==> config.mk <==
export PLATFORM = sky130hd
export DESIGN_NAME = ps2_scan_receiver
export DESIGN_NICKNAME = d
export VERILOG_FILES = /design/src/rtl/ps2_pkg.sv /design/src/rtl/ps2_edge_sync.sv /design/src/rtl/ps2_scan_receiver.sv
export SDC_FILE = /design/constraint.sdc
export NUM_CORES = 1
export LEC_CHECK = 0
export ABC_AREA = 1
export CAP_MARGIN = 30
export CORE_AREA = 2 2 70 72
export DETAILED_ROUTE_END_ITERATION = 7
export DIE_AREA = 0 0 72 74
export GPL_TIMING_DRIVEN = 0
export HOLD_SLACK_MARGIN = 0.15
export PLACE_DENSITY = 0.71
export SYNTH_ARGS = -nofsm -noshare
export SYNTH_HDL_FRONTEND = slang
export SYNTH_SLANG_ARGS = --single-unit
==> constraint.sdc <==
create_clock -name clk -period 1.5 [get_ports clk]
set_input_delay 0.225 -clock clk [delete_from_list [all_inputs] [get_ports clk]]
set_output_delay 0.225 -clock clk [all_outputs]
set_load 0.005 [all_outputs]
==> src/rtl/ps2_pkg.sv <==
// Shared types and constants for the PS/2 scan-code receiver.
package ps2_pkg;

  typedef enum logic [1:0] {
    IDLE   = 2'd0,
    DATA   = 2'd1,
    PARITY = 2'd2,
    STOP   = 2'd3
  } ps2_state_e;

  localparam logic [7:0] PS2_BREAK       = 8'hF0;
  localparam logic [7:0] PS2_EXT         = 8'hE0;
  localparam int         PS2_TIMEOUT_CYC = 50000;

endpackage

==> src/rtl/ps2_edge_sync.sv <==
// Two-flop synchronizers for ps2_clk/ps2_data plus a falling-edge detector
// on the synchronized keyboard clock. Flops idle high like the PS/2 lines.
module ps2_edge_sync (
  input  logic clk,
  input  logic rst_n,
  input  logic ps2_clk,
  input  logic ps2_data,
  output logic ps2_fall,
  output logic ps2_data_s
);

  logic clk_p0, clk_p1, clk_p2;
  logic data_p0, data_p1;

  always_ff @(posedge clk or negedge rst_n) begin
    if (!rst_n) begin
      clk_p0  <= 1'b1;
      clk_p1  <= 1'b1;
      clk_p2  <= 1'b1;
      data_p0 <= 1'b1;
      data_p1 <= 1'b1;
    end else begin
      // p0/p1: metastability stages; p2: previous synchronized clock
      clk_p0  <= ps2_clk;
      clk_p1  <= clk_p0;
      clk_p2  <= clk_p1;
      data_p0 <= ps2_data;
      data_p1 <= data_p0;
    end
  end

  assign ps2_fall   = clk_p2 & ~clk_p1;
  assign ps2_data_s = data_p1;

endmodule

==> src/rtl/ps2_scan_receiver.sv <==
// PS/2 keyboard frame receiver producing scan-code hex digits with break/ext
// prefix flags. Define PS2_PARITY_CHECK_EN to reject frames with bad parity.
module ps2_scan_receiver
  import ps2_pkg::*;
#(
  parameter int TIMEOUT_CYC = PS2_TIMEOUT_CYC
) (
  input  logic       clk,
  input  logic       rst_n,
  input  logic       ps2_clk,
  input  logic       ps2_data,
  output logic [3:0] dig1,
  output logic [3:0] dig2,
  output logic       code_valid,
  output logic       is_break,
  output logic       is_ext,
  output logic       frame_err
);

  localparam int             CNT_W   = (TIMEOUT_CYC > 1) ? $clog2(TIMEOUT_CYC) : 1;
  localparam logic [CNT_W-1:0] TO_LAST = CNT_W'(TIMEOUT_CYC - 1);

  ps2_state_e       state, state_nxt;
  logic             ps2_fall, ps2_data_s;
  logic [2:0]       bit_cnt;
  logic [7:0]       shift_q;
  logic             par_q;
  logic [CNT_W-1:0] to_cnt;
  logic             pend_brk, pend_ext;
  logic             to_expire, edge_ok, frame_done, par_ok, frame_good;
  logic             got_byte, emit;

  ps2_edge_sync u_sync (
    .clk        (clk),
    .rst_n      (rst_n),
    .ps2_clk    (ps2_clk),
    .ps2_data   (ps2_data),
    .ps2_fall   (ps2_fall),
    .ps2_data_s (ps2_data_s)
  );

`ifdef PS2_PARITY_CHECK_EN
  assign par_ok = ^{shift_q, par_q};
`else
  logic par_unused;
  assign par_unused = par_q;
  assign par_ok     = 1'b1;
`endif

  // Timeout wins over a coincident falling edge
  assign to_expire  = (state != IDLE) && (to_cnt == TO_LAST);
  assign edge_ok    = ps2_fall && !to_expire;
  assign frame_done = (state == STOP) && edge_ok;
  assign frame_good = ps2_data_s && par_ok;
  assign got_byte   = frame_done && frame_good;
  assign emit       = got_byte && (shift_q != PS2_BREAK) && (shift_q != PS2_EXT);

  always_ff @(posedge clk or negedge rst_n) begin
    if (!rst_n) state <= IDLE;
    else        state <= state_nxt;
  end

  always_comb begin
    state_nxt = state;
    if (to_expire) begin
      state_nxt = IDLE;
    end else if (ps2_fall) begin
      case (state)
        IDLE:    if (!ps2_data_s) state_nxt = DATA;
        DATA:    if (bit_cnt == 3'd7) state_nxt = PARITY;
        PARITY:  state_nxt = STOP;
        STOP:    state_nxt = IDLE;
        default: state_nxt = IDLE;
      endcase
    end
  end

  always_ff @(posedge clk or negedge rst_n) begin
    if (!rst_n) begin
      bit_cnt    <= '0;
      shift_q    <= '0;
      par_q      <= 1'b0;
      to_cnt     <= '0;
      pend_brk   <= 1'b0;
      pend_ext   <= 1'b0;
      dig1       <= '0;
      dig2       <= '0;
      is_break   <= 1'b0;
      is_ext     <= 1'b0;
      code_valid <= 1'b0;
      frame_err  <= 1'b0;
    end else begin
      code_valid <= emit;
      frame_err  <= (frame_done && !frame_good) || to_expire;

      if (state == IDLE || state_nxt == IDLE || ps2_fall) to_cnt <= '0;
      else if (to_cnt != TO_LAST)                         to_cnt <= to_cnt + 1'b1;

      if (edge_ok) begin
        case (state)
          IDLE:   bit_cnt <= '0;
          DATA: begin
            shift_q <= {ps2_data_s, shift_q[7:1]};
            bit_cnt <= bit_cnt + 3'd1;
          end
          PARITY: par_q <= ps2_data_s;
          default: ;
        endcase
      end

      if (got_byte && shift_q == PS2_BREAK) pend_brk <= 1'b1;
      if (got_byte && shift_q == PS2_EXT)   pend_ext <= 1'b1;

      if (emit) begin
        dig2     <= shift_q[7:4];
        dig1     <= shift_q[3:0];
        is_break <= pend_brk;
        is_ext   <= pend_ext;
        pend_brk <= 1'b0;
        pend_ext <= 1'b0;
      end
    end
  end

endmodule

# After elaboration in Yosys (flattened, before gate mapping)
# Index checks and enable logic that the tools add are counted.
[totals]
reg_bits = 48
in_bits = 4
elab_cells = 66
[classes]
n_addsub = 2
n_eq_ne = 10
muxes = 12
n_bitwise = 2
reduce_logical = 23
[op_table]
columns = ["cell", "count"]
rows = [
  ["2-to-1 mux 16 bit", 2],
  ["adder 16 x 1 -> 16 bit, second input constant", 1],
  ["equality test 16 bit, second input constant", 1],
  ["equality test 8 bit, second input constant", 2],
  ["inequality test 16 bit, second input constant", 1],
  ["inequality test 8 bit, second input constant", 2],
  ["nonzero test 2 bit", 5],
  ["logical AND 1 bit", 9],
  ["2-to-1 mux 2 bit", 4],
  ["one-hot mux 2 bit (4 select lines)", 1],
  ["one-hot mux 3 bit (2 select lines)", 1],
  ["equality test 2 bit, second input constant", 2],
  ["logical NOT 2 bit", 2],
  ["2-to-1 mux 1 bit", 4],
  ["AND reduction 2 bit", 2],
  ["adder 3 x 1 -> 3 bit, second input constant", 1],
  ["equality test 3 bit, second input constant", 1],
  ["logical OR 1 bit", 3],
  ["equality test 2 x 1 -> 1 bit, second input constant", 1],
  ["logical NOT 1 bit", 2],
  ["AND 1 bit", 1],
  ["inverter 1 bit", 1],
]

# Depth between registers and ports, before layout
# Gate-level depths: netlist of the first run.
[depth]
word_depth = 9
mapped_depth = 11

# Modules after synthesis
# A second synthesis of the first run with hierarchy kept.
[hier_totals]
hier_cells = 258
hier_area_um2 = 2290.9
[modules_own_cells]
columns = ["module", "n_inst", "cells_per_inst", "area_per_inst_um2", "seq_area_each_um2"]
rows = [
  ["ps2_scan_receiver", 1, 251, 2149.6, 1076.0],
  ["ps2_edge_sync", 1, 7, 141.4, 131.4],
]

# Worst setup path after synthesis of the first run
# No wires, ideal clock.
[synth_path]
path_type = "reg2reg"
start = "reg bit_cnt[0]"
end = "reg to_cnt[11]"
setup_ps = 120
arrival_time_ps = 1398
required_time_ps = 1380
slack_ps = -18
stages_incl_launch_ff = 11
n_path_buf = 1
period_less_slack_ps = 1518
cell_sequence = "dfrtp_1 -> ha_1 -> ha_1 -> o21ai_0 -> nand2_1 -> o21ai_1 -> a21o_1 -> nand2_2 -> nand2_4 -> buf_6 -> nor2_1"
[synth_between]
elab_chain_cells = 9
elab_cells_between_ends = 10
classes_between = "eq/ne: 1; mux: 5; reduce/logical: 4"
[synth_lines]
columns = ["element", "line_no", "rtl"]
rows = [
  ["start, declared", "ps2_scan_receiver.sv:25", "logic [2:0] bit_cnt;"],
  ["start signal, assigned", "ps2_scan_receiver.sv:104", "bit_cnt <= bit_cnt + 3'd1;"],
  ["equality test 3 bit (*)", "ps2_scan_receiver.sv:70", "DATA: if (bit_cnt == 3'd7) state_nxt = PARITY;"],
  ["2-to-1 mux 2 bit (*)", "ps2_scan_receiver.sv:70", ""],
  ["one-hot mux 2 bit (4 select lines) (*)", "ps2_scan_receiver.sv:68", "case (state)"],
  ["2-to-1 mux 2 bit (*)", "ps2_scan_receiver.sv:67", "end else if (ps2_fall) begin"],
  ["2-to-1 mux 2 bit (*)", "ps2_scan_receiver.sv:65", "if (to_expire) begin"],
  ["logical NOT 2 bit (*)", "ps2_scan_receiver.sv:96", "if (state == IDLE || state_nxt == IDLE || ps2_fall) to_cnt <= '0;"],
  ["logical OR 1 bit (*) (2 in series)", "ps2_scan_receiver.sv:96", ""],
  ["2-to-1 mux 16 bit or nonzero test 2 bit (tied branches)", "-", ""],
  ["end signal, assigned", "ps2_scan_receiver.sv:97", "else if (to_cnt != TO_LAST) to_cnt <= to_cnt + 1'b1;"],
  ["end, declared", "ps2_scan_receiver.sv:28", "logic [CNT_W-1:0] to_cnt;"],
]
# Every way passes the cells marked *; elsewhere a longest branch is shown, timed or not.
# A chain may end at the register's enable or synchronous reset.

# Worst setup path in the final report of the first run
[layout_path]
start = "reg bit_cnt[1]"
end = "reg to_cnt[2]"
# The elaborated chain is that of the path after synthesis.

==> Implementation_results.wiki, run 1 <==
{| class="wikitable"
! Metric !! Value
|-
| Outcome || complete, but fails checks
|-
| Violations in the final reports || negative setup slack
|-
| Hold path startpoint || ps2_data
|-
| FF-to-FF End || to_cnt[2]
|-
| Clock root buffer master || clkbuf_8
|-
| Top-area cell type share of the netlist area || 0.470
|-
| Worst clock skew || 13.6 ps
|-
| Maximum fanout count along the critical path || 5
|-
| Non-filler instance count after layout || 355
|-
| Total routing resource utilization after global routing || 0.176
|-
| CP Cell Sequence || ha_2 -> ha_4 -> o21ai_2 -> nand2_1 -> o21ai_1 -> a21o_1 -> nand2_2 -> nand2_4 -> buf_6 -> nor2_1
|-
| Worst vdd ir || 0.961 mV
|-
| Most common cell after layout, fill and taps aside || nand2_1
|-
| Final estimated routing congestion in global placement || 0.823
|-
| DR pass1 iterations || 4
|-
| Reg2reg setup slack || -70 ps
|-
| RSZ-0062 raised after global routing || true
|-
| Class of the tightest hold or removal check || in -> reg
|-
| Element type at the critical path start || register
|-
| Height of the chip || 74 um
|-
| Netlist Area Pre-Place || 2290 um^2
|-
| WS Path Type || reg -> reg
|-
| Leakage power figure || 1.32 nW
|-
| Cell with the largest stage delay on the worst path || dfrtp_1
|-
| Least-Margin Pin Slew || 497 ps
|-
| Dominant cell type by area after synthesis || dfrtp_1
|-
| Number of global-route vias before repair || 1604
|-
| Placed instance count || 326
|-
| Clock transition at the registers of the reported paths || 80 ps
|-
| Antenna violations before repair || 0
|-
| Cell class contributing the biggest share of worst-path delay || flip-flops
|-
| Total Routed Length || 4470 um
|-
| Worst endpoint required time || 1680 ps
|-
| Data arrival time of the critical path || 1760 ps
|-
| Final worst-path cycle share || 1.05
|-
| Total power density per cell area || 1340 nW/um^2
|-
| Hold Fails Final Rpt || 0
|-
| Total gr overflow || 0
|-
| Number of placed I/O pins || 16
|-
| Area of the core || 4600 um^2
|-
| Maximum number of pins on one net before global-route repair || 35
|-
| Worst-case hold path end point || u_sync.data_p0
|-
| Share of layout cells above drive strength 1 || 0.299
|-
| Kind of end point of the critical path || register
|-
| Worst R2R Start || bit_cnt[1]
|-
| Initial cell density of the core || 0.498
|-
| Max-Cap Viols || 0
|-
| Final setup violation count || 16
|-
| Commonest cells after routing, fill and taps aside || 53 x nand2_1, 43 x dfrtp_1, 29 x inv_1
|-
| Number of filler instances in the final layout || 377
|-
| X dimension of the die || 72 um
|-
| Setup ws final || -71.9 ps
|-
| Detail-routed net length per standard cell || 12.6 um
|-
| Number of buffers on the longest clock path || 2
|-
| Synth Net Count || 263
|-
| Total of flip-flops plus latches after synthesis || 48
|-
| Clk Latency, worst-skew pair || 300 ps
|-
| Clk sink count || 48
|-
| Area of combinational cells with multiple inputs || 1120 um^2
|-
| Half-perimeter wire length after detailed placement || 2830 um
|-
| Slew margin rel. || 0.666
|-
| CTS H-tree lvls || 2
|-
| Count of final max-slew check failures || 0
|-
| Top cells by area, synth || dfrtp_1 47%, nand2_1 9.3%, dfstp_2 5.7%
|-
| Crit path time final || 1570 ps
|-
| Register area || 1210 um^2
|-
| First-iteration detailed-routing DRC count || 139
|-
| Via-to-Cell Ratio || 5.03
|-
| Average instance area after synthesis || 8.95 um^2
|-
| Number of buffer and inverter instances along the worst setup path || 1
|-
| Syn Inst Count || 256
|-
| CTS tree || done
|-
| Wire length of the first global-routing pass || 7310 um
|-
| FF-to-FF path depth || 10
|-
| Drt drc || 0
|-
| Setup slack at placement || -163 ps
|-
| Antenna diode count || 0
|-
| Synthesis-to-layout area growth || 31.9%
|-
| Share of the yosys chip area belonging to registers || 0.527
|-
| Input/output buffers || 15
|-
| Area of the die || 5330 um^2
|-
| Max Freq || 636 MHz
|-
| Yosys warns || 0
|-
| Remaining antenna violation count after routing || 0
|-
| Maximum single-stage delay on the critical path || 390 ps
|-
| Worst Hold Depth || 1
|-
| CTS buffer count || 5
|-
| # nets final || 307
|-
| Cell Rows || 25
|-
| Unique cell type count in the Yosys netlist || 28
|-
| Via count || 1787
|}
[final cells by class]
type / count / share of cell area
plain buffers: 5 / 0.0186
repair buffers: 37 / 0.117
well taps: 54 / 0.0224
multi-input cells: 169 / 0.369
inverters: 34 / 0.0439
flip-flops and latches: 48 / 0.399
clock buffers: 8 / 0.0298
[logic make-up (layout without fill, tap and decap cells)]
kind of cell / Yosys count / after routing / synth area share
AOI/OAI and AO/OA: 29 / 29 / 0.0792
xor gates and xnor gates: 13 / 13 / 0.0497
adders and majority gates: 3 / 3 / 0.0164
buffers and inverters: 39 / 84 / 0.0754
DFF: 48 / 48 / 0.527
and+or+nand+nor: 124 / 124 / 0.252
[cells in the mapped netlist, drive strengths merged]
cell / n
a21o: 1
a21oi: 3
buf: 5
dfrtp: 43
dfstp: 5
ha: 3
inv: 34
nand2: 60
nand3: 20
nand4: 4
nor2: 35
nor3: 4
nor4: 1
o21ai: 13
o21bai: 12
xnor2: 4
xor2: 9
[registers in the layout (all words and copies together), names as in the netlist, 2 cells and up]
register and cells:
state 2, dig2 4, dig1 4, bit_cnt 3
to_cnt 16, shift_q 8
[where the power goes]
part / leakage (nW) / switching, mW / total (mW) / internal [mW]
Clock: 0.0455 / 0.414 / 0.791 / 0.377
Sequential: 0.635 / 0.275 / 1.82 / 1.55
Combinational: 0.635 / 0.727 / 1.42 / 0.694
Total: 1.32 / 1.42 / 4.04 / 2.62
[routing by layer]
layer,global-route usage,part of all wire,vias to the layer above
li1,-,-,889
met1,0.253,0.49,855
met2,0.258,0.47,38
met3,0.0447,0.032,5
met4,0.0671,0.0065,0
met5,0,0,-
[how the worst max path moves through the flow]
| stage | depth (start not counted) | start | to | slack (ps) |
|---|---|---|---|---|
| 2_1_floorplan | 10 | bit_cnt[0] | to_cnt[11] | 10 |
| 3_3_place_gp | 1 | rst_n | is_ext | -1160 |
| 3_5_place_dp | 10 | bit_cnt[0] | to_cnt[2] | -160 |
| 4_1_cts | 10 | bit_cnt[0] | to_cnt[2] | -50 |
| 5_1_grt | 9 | to_cnt[7] | to_cnt[3] | -150 |
| 6_report | 10 | bit_cnt[1] | to_cnt[2] | -70 |
[per-stage QoR]
stage | total power, mW | TNS (ps) | hold WS (ps) | utilization | area (um^2)
after floorplan | 2.41 | 0 | -70.6 | - | 2290
after global placement | 2.72 | -55870 | 346 | 0.546 | 2510
after detailed placement | 2.77 | -3020 | 166 | 0.549 | 2520
after CTS | 3.83 | -646 | 321 | 0.601 | 2760
after global routing | 4.31 | -3680 | 321 | 0.657 | 3020
final | 4.04 | -891 | 333 | 0.657 | 3020
[repair_timing]
item                                    CTS  global route
pin swaps                                 3            16
gates resized for setup                  18            46
endpoints found under the setup margin   38            40
gates cloned                              2             1
hold buffers                              1             0
endpoints found under the hold margin    14             0
buffers inserted                          6            11
(Power assumes the default switching activity.)
==> run 2: changes to the inputs <==
--- a/config.mk
+++ b/config.mk
@@ -7,12 +7,12 @@
 export LEC_CHECK = 0
 export ABC_AREA = 1
 export CAP_MARGIN = 30
-export CORE_AREA = 2 2 70 72
+export CORE_AREA = 2 2 66 68
 export DETAILED_ROUTE_END_ITERATION = 7
-export DIE_AREA = 0 0 72 74
+export DIE_AREA = 0 0 68 70
 export GPL_TIMING_DRIVEN = 0
 export HOLD_SLACK_MARGIN = 0.15
-export PLACE_DENSITY = 0.71
+export PLACE_DENSITY = 0.75
 export SYNTH_ARGS = -nofsm -noshare
 export SYNTH_HDL_FRONTEND = slang
 export SYNTH_SLANG_ARGS = --single-unit
==> constraint.sdc (replaced) <==
create_clock -name clk -period 1.51 [get_ports clk]
set_input_delay 0.2265 -clock clk [delete_from_list [all_inputs] [get_ports clk]]
set_output_delay 0.2265 -clock clk [all_outputs]
set_load 0.005 [all_outputs]
==> Implementation_results.wiki, run 2 (synthesized netlist as in run 1, its figures left out) <==
{| class="wikitable"
! Metric !! Value
|-
| Outcome || complete, but fails checks
|-
| Violations in the final reports || negative setup slack
|-
| Total gr overflow || 0 (unchanged)
|-
| Data arrival time of the critical path || 1840 ps (+80 ps)
|-
| Drt drc || 0 (unchanged)
|-
| Worst vdd ir || 0.945 mV (-1.7%)
|-
| Antenna violations before repair || 0 (unchanged)
|-
| Maximum single-stage delay on the critical path || 400 ps (about the same)
|-
| Setup slack at placement || -154 ps (+9.17 ps)
|-
| CTS buffer count || 5 (unchanged)
|-
| Initial cell density of the core || 0.553 (+0.0546)
|-
| Area of the core || 4140 um^2 (-9.9%)
|-
| Number of flip-flops under the largest register name || 16 (unchanged)
|-
| Antenna diode count || 0 (unchanged)
|-
| Leading registers by flop count || to_cnt x16, shift_q x8
|-
| Crit path time final || 1650 ps (+78.8 ps)
|-
| First-iteration detailed-routing DRC count || 137 (-1.4%)
|-
| Area post-placement || 2520 um^2 (about the same)
|-
| Least-Margin Pin Slew || 496 ps (-0.446 ps)
|-
| Number of buffers on the longest clock path || 2 (unchanged)
|-
| Total power density per cell area || 1380 nW/um^2 (+3.6%)
|-
| Height of the chip || 70 um (-5.4%)
|-
| Clock root buffer master || clkbuf_8
|-
| Number of buffer and inverter instances along the worst setup path || 1 (unchanged)
|-
| Clk sink count || 48 (unchanged)
|-
| Cell class contributing the biggest share of worst-path delay || flip-flops
|-
| Minimum hold slack || 327 ps (-6.14 ps)
|-
| WS Path Type || reg -> reg
|-
| Worst clock skew || 6.18 ps (-7.45 ps)
|-
| CTS tree || done
|-
| Placed instance count || 324 (-0.61%)
|-
| Number of placed I/O pins || 16 (unchanged)
|-
| Maximum number of pins on one net before global-route repair || 29 (-17%)
|-
| DR pass1 iterations || 4 (unchanged)
|-
| Max-Cap Viols || 0 (unchanged)
|-
| # nets final || 310 (+0.98%)
|-
| Via count || 1872 (+4.8%)
|-
| FF-to-FF path depth || 10 (unchanged)
|-
| Half-perimeter wire length after detailed placement || 2900 um (+2.5%)
|-
| Reg2reg setup slack || -140 ps (-70 ps)
|-
| Detail-routed net length per standard cell || 14.1 um (+12%)
|-
| Final estimated routing congestion in global placement || 0.844 (+2.6%)
|-
| Total routing resource utilization after global routing || 0.207 (+0.0311)
|-
| Hold path startpoint || ps2_data
|-
| RSZ-0062 raised after global routing || true
|-
| Commonest cells after routing, fill and taps aside || 53 x nand2_1, 42 x dfrtp_1, 27 x inv_1
|-
| Element type at the critical path start || register
|-
| Worst R2R Start || bit_cnt[1]
|-
| Setup ws final || -141 ps (-68.8 ps)
|-
| Clock transition at the registers of the reported paths || 90 ps (about the same)
|-
| Leakage power figure || 1.35 nW (+2.3%)
|-
| Via-to-Cell Ratio || 5.26 (+4.5%)
|-
| Cell Rows || 24 (-4.0%)
|-
| Wire length of the first global-routing pass || 7550 um (+3.2%)
|-
| Worst-case hold path end point || u_sync.data_p0
|-
| Routed length on met3 || 167 um (+16%)
|-
| CP Cell Sequence || ha_2 -> ha_4 -> o21ai_2 -> nand2_1 -> o21ai_1 -> a21o_1 -> nand2_2 -> nand2_4 -> buf_6 -> nor2_1
|-
| Setup TNS || -2010 ps (-1120 ps)
|-
| Share of layout cells above drive strength 1 || 0.306 (+0.00692)
|-
| Clk Latency, worst-skew pair || 300 ps (about the same)
|-
| Most common cell after layout, fill and taps aside || nand2_1
|-
| Max Freq || 606 MHz (-4.8%)
|-
| X dimension of the die || 68 um (-5.6%)
|-
| Worst endpoint required time || 1700 ps (+20 ps)
|-
| Kind of end point of the critical path || register
|-
| Non-filler instance count after layout || 356 (+0.28%)
|-
| Cell area after layout || 3060 um^2 (+1.4%)
|-
| Area of the die || 4760 um^2 (-11%)
|-
| Detail Route met2 WL || 2580 um (+24%)
|-
| Worst Hold Depth || 1 (unchanged)
|-
| Count of final max-slew check failures || 0 (unchanged)
|-
| Final setup violation count || 25 (+9)
|-
| Total Routed Length || 5030 um (+12%)
|-
| CTS H-tree lvls || 2 (unchanged)
|-
| Uppermost metal layer occupied by signal nets || met4
|-
| Hold Fails Final Rpt || 0 (unchanged)
|-
| Synthesis-to-layout area growth || 33.8%
|-
| Input/output buffers || 15 (unchanged)
|-
| Final Util || 0.739 (+0.0820)
|-
| Slew margin rel. || 0.669 (+0.00335)
|-
| FF-to-FF End || to_cnt[4]
|-
| Final worst-path cycle share || 1.09 (+0.0453)
|-
| Number of global-route vias before repair || 1647 (+2.7%)
|-
| Cell with the largest stage delay on the worst path || dfrtp_1
|-
| Top register by number of flip-flops || to_cnt
|-
| Maximum fanout count along the critical path || 5 (unchanged)
|-
| Total power || 4.24 mW (+5.1%)
|-
| Class of the tightest hold or removal check || in -> reg
|-
| Remaining antenna violation count after routing || 0 (unchanged)
|-
| Detailed-routing wirelength on met1 || 2230 um (+0.77%)
|}
## run 2: cell count changes in the layout (fill, tap and decap cells not counted), sizes merged
cell	before	now
buf	27	28
clkinvlp	0	1
clkbuf	8	9
## run 2: how the worst max path moves through the flow
stage,start,slack (ps),cells after the start,endpoint
after floorplan,bit_cnt[0],20,10,to_cnt[11]
after global placement,rst_n,-1100,1,to_cnt[1]
after detailed placement,to_cnt[0],-150,9,to_cnt[3]
after CTS,bit_cnt[0],-40,10,to_cnt[4]
after global routing,bit_cnt[1],-220,10,to_cnt[4]
final,bit_cnt[1],-140,10,to_cnt[4]
## run 2: where the power goes
group          internal [mW]  switching, mW  total [mW]
Clock                  0.418          0.421       0.839
Sequential              1.54          0.289        1.83
Combinational          0.775          0.796        1.57
Total                   2.73           1.51        4.24
## run 2: final cells by class
cell class                 count  area, um^2
sequential                    48        1210
multi-input combinational    169        1110
fill                         296        1080
timing repair buffer          39         382
inverter                      34         133
clock buffer                   8         100
tap                           52        65.1
buffer                         5        60.1
timing repair inverter         1        7.51
## run 2: layer usage
| metal | GRT usage | vias to the layer above |
|---|---|---|
| met5 | 0 | - |
| met4 | 0.0556 | 0 |
| met3 | 0.0531 | 6 |
| met2 | 0.296 | 41 |
| met1 | 0.312 | 922 |
| li1 | - | 903 |
## run 2: timing repair
item                       4_1_cts  5_1_grt
hold endpoints to repair        20        0
resized for setup               17       44
pin swaps                        1        9
setup endpoints to repair       38       36
hold buffers                     1        0
buffers inserted                 6       13
cloned                           1        3
==> run 3: changes to the inputs <==
--- a/config.mk
+++ b/config.mk
@@ -13,6 +13,7 @@
 export GPL_TIMING_DRIVEN = 0
 export HOLD_SLACK_MARGIN = 0.15
 export PLACE_DENSITY = 0.75
+export SKIP_CTS_REPAIR_TIMING = 1
 export SYNTH_ARGS = -nofsm -noshare
 export SYNTH_HDL_FRONTEND = slang
 export SYNTH_SLANG_ARGS = --single-unit
==> Implementation_results.wiki, run 3 (synthesized netlist as in run 1, its figures left out) <==
{| class="wikitable"
! Metric !! Value
|-
| Final estimated routing congestion in global placement || 0.844 (unchanged)
|-
| Hold Fails Final Rpt || 0 (unchanged)
|-
| Commonest cells after routing, fill and taps aside || 56 x nand2_1, 43 x dfrtp_1, 29 x inv_1
|-
| Least-Margin Pin Slew || 487 ps (-9.42 ps)
|-
| Worst clock skew || 6.98 ps (+0.798 ps)
|-
| Setup slack at placement || -154 ps (unchanged)
|-
| Crit path time final || 1610 ps (-40.7 ps)
|-
| Area post-placement || 2520 um^2 (unchanged)
|-
| Placed instance count || 324 (unchanged)
|-
| Wire length of the first global-routing pass || 7240 um (-4.1%)
|-
| Top register by number of flip-flops || to_cnt
|-
| Number of global-route vias before repair || 1613 (-2.1%)
|-
| Leakage power figure || 1.29 nW (-4.2%)
|-
| Antenna diode count || 0 (unchanged)
|-
| Maximum number of pins on one net before global-route repair || 29 (unchanged)
|-
| Element type at the critical path start || register
|-
| Count of final max-slew check failures || 0 (unchanged)
|-
| RSZ-0062 raised after global routing || true
|-
| Detailed-routing wirelength on met1 || 2020 um (-9.4%)
|-
| Number of placed I/O pins || 16 (unchanged)
|-
| CTS H-tree lvls || 2 (unchanged)
|-
| CTS buffer count || 5 (unchanged)
|-
| Setup ws final || -100 ps (+40.7 ps)
|-
| Detail-routed net length per standard cell || 12.2 um (-14%)
|-
| Class of the tightest hold or removal check || in -> reg
|-
| Non-filler instance count after layout || 343 (-3.7%)
|-
| DR pass1 iterations || 4 (unchanged)
|-
| Max-Cap Viols || 0 (unchanged)
|-
| Worst endpoint required time || 1700 ps (about the same)
|-
| Half-perimeter wire length after detailed placement || 2900 um (unchanged)
|-
| Data arrival time of the critical path || 1800 ps (-40 ps)
|-
| Clock root buffer master || clkbuf_8
|-
| Slew margin rel. || 0.675 (+0.00628)
|-
| Final setup violation count || 25 (unchanged)
|-
| Input/output buffers || 15 (unchanged)
|-
| Share of layout cells above drive strength 1 || 0.210 (-0.0963)
|-
| Detail Route met2 WL || 1960 um (-24%)
|-
| Total routing resource utilization after global routing || 0.198 (-0.00859)
|-
| Synthesis-to-layout area growth || 22.8%
|-
| # nets final || 297 (-4.2%)
|-
| Height of the chip || 70 um (unchanged)
|-
| Final worst-path cycle share || 1.07 (-0.0270)
|-
| Worst vdd ir || 0.766 mV (-19%)
|-
| Total power density per cell area || 1390 nW/um^2 (+0.78%)
|-
| WS Path Type || reg -> reg
|-
| Most common cell after layout, fill and taps aside || nand2_1
|-
| Via count || 1718 (-8.2%)
|-
| Initial cell density of the core || 0.553 (unchanged)
|-
| Antenna violations before repair || 0 (unchanged)
|-
| Outcome || complete, but fails checks
|-
| Violations in the final reports || negative setup slack
|-
| First-iteration detailed-routing DRC count || 97 (-29%)
|-
| Cell Rows || 24 (unchanged)
|-
| Leading registers by flop count || to_cnt x16, shift_q x8
|-
| Total Routed Length || 4180 um (-17%)
|-
| X dimension of the die || 68 um (unchanged)
|-
| Cell area after layout || 2810 um^2 (-8.2%)
|-
| Total gr overflow || 0 (unchanged)
|-
| Number of buffers on the longest clock path || 2 (unchanged)
|-
| Number of flip-flops under the largest register name || 16 (unchanged)
|-
| Routed length on met3 || 142 um (-15%)
|-
| Max Freq || 621 MHz (+2.5%)
|-
| CTS tree || done
|-
| Drt drc || 0 (unchanged)
|-
| Via-to-Cell Ratio || 5.01 (-4.7%)
|-
| Clk sink count || 48 (unchanged)
|-
| Area of the die || 4760 um^2 (unchanged)
|-
| Uppermost metal layer occupied by signal nets || met4
|-
| Clk Latency, worst-skew pair || 300 ps (about the same)
|-
| Kind of end point of the critical path || register
|-
| Maximum fanout count along the critical path || 6 (+1)
|-
| Area of the core || 4140 um^2 (unchanged)
|-
| Clock transition at the registers of the reported paths || 80 ps (about the same)
|-
| Remaining antenna violation count after routing || 0 (unchanged)
|}
## run 3: path summary, 6_finish.rpt
kind	startpoint	endpoint	slack, ps	cells past startpoint
max in group asynchronous	rst_n	u_sync.clk_p0	510	3
min	ps2_data	u_sync.data_p0	330	1
min in group asynchronous	rst_n	is_ext	420	2
max reg2reg	bit_cnt[1]	to_cnt[4]	-100	10
min reg2reg	u_sync.data_p0	u_sync.ps2_data_s	360	0
max	bit_cnt[1]	to_cnt[4]	-100	10
## run 3: cell type report
type,instances,area (um^2)
plain buffers,5,60.1
clock buffers,8,100
fillers,348,1330
inverters,34,130
multi-input cells,169,982
flip-flops and latches,48,1210
well taps,52,65.1
repair buffers,27,268
## run 3: stage by stage
step | hold WS, ps | setup TNS [ps] | util | total power [mW]
3_5_place_dp | 221 | -3040 | 0.608 | 2.74
5_1_grt | 319 | -5000 | 0.679 | 4.19
3_3_place_gp | 346 | -52490 | 0.605 | 2.69
2_1_floorplan | -69.1 | 0 | - | 2.39
4_1_cts | -104 | -3920 | 0.633 | 3.58
6_report | 332 | -1450 | 0.679 | 3.92
## run 3: worst max-delay path: stages (launching register included)
cell and delay (ps):
dfrtp_1 400, ha_2 200, ha_4 160, o21ai_2 110, nand2_1 50, o21ai_1 80
a21o_1 130, nand2_2 60, nand2_4 100, clkbuf_16 150, nor2_1 40
## run 3: routing by layer
metal	global-route usage	vias up
met3	0.0531	5
li1	-	873
met4	0.0533	0
met1	0.297	807
met2	0.284	33
met5	0	-
## run 3: power breakdown
part | switching [mW] | internal (mW) | leakage, nW
clock network | 0.405 | 0.418 | 0.0515
registers | 0.254 | 1.54 | 0.635
logic | 0.652 | 0.654 | 0.603
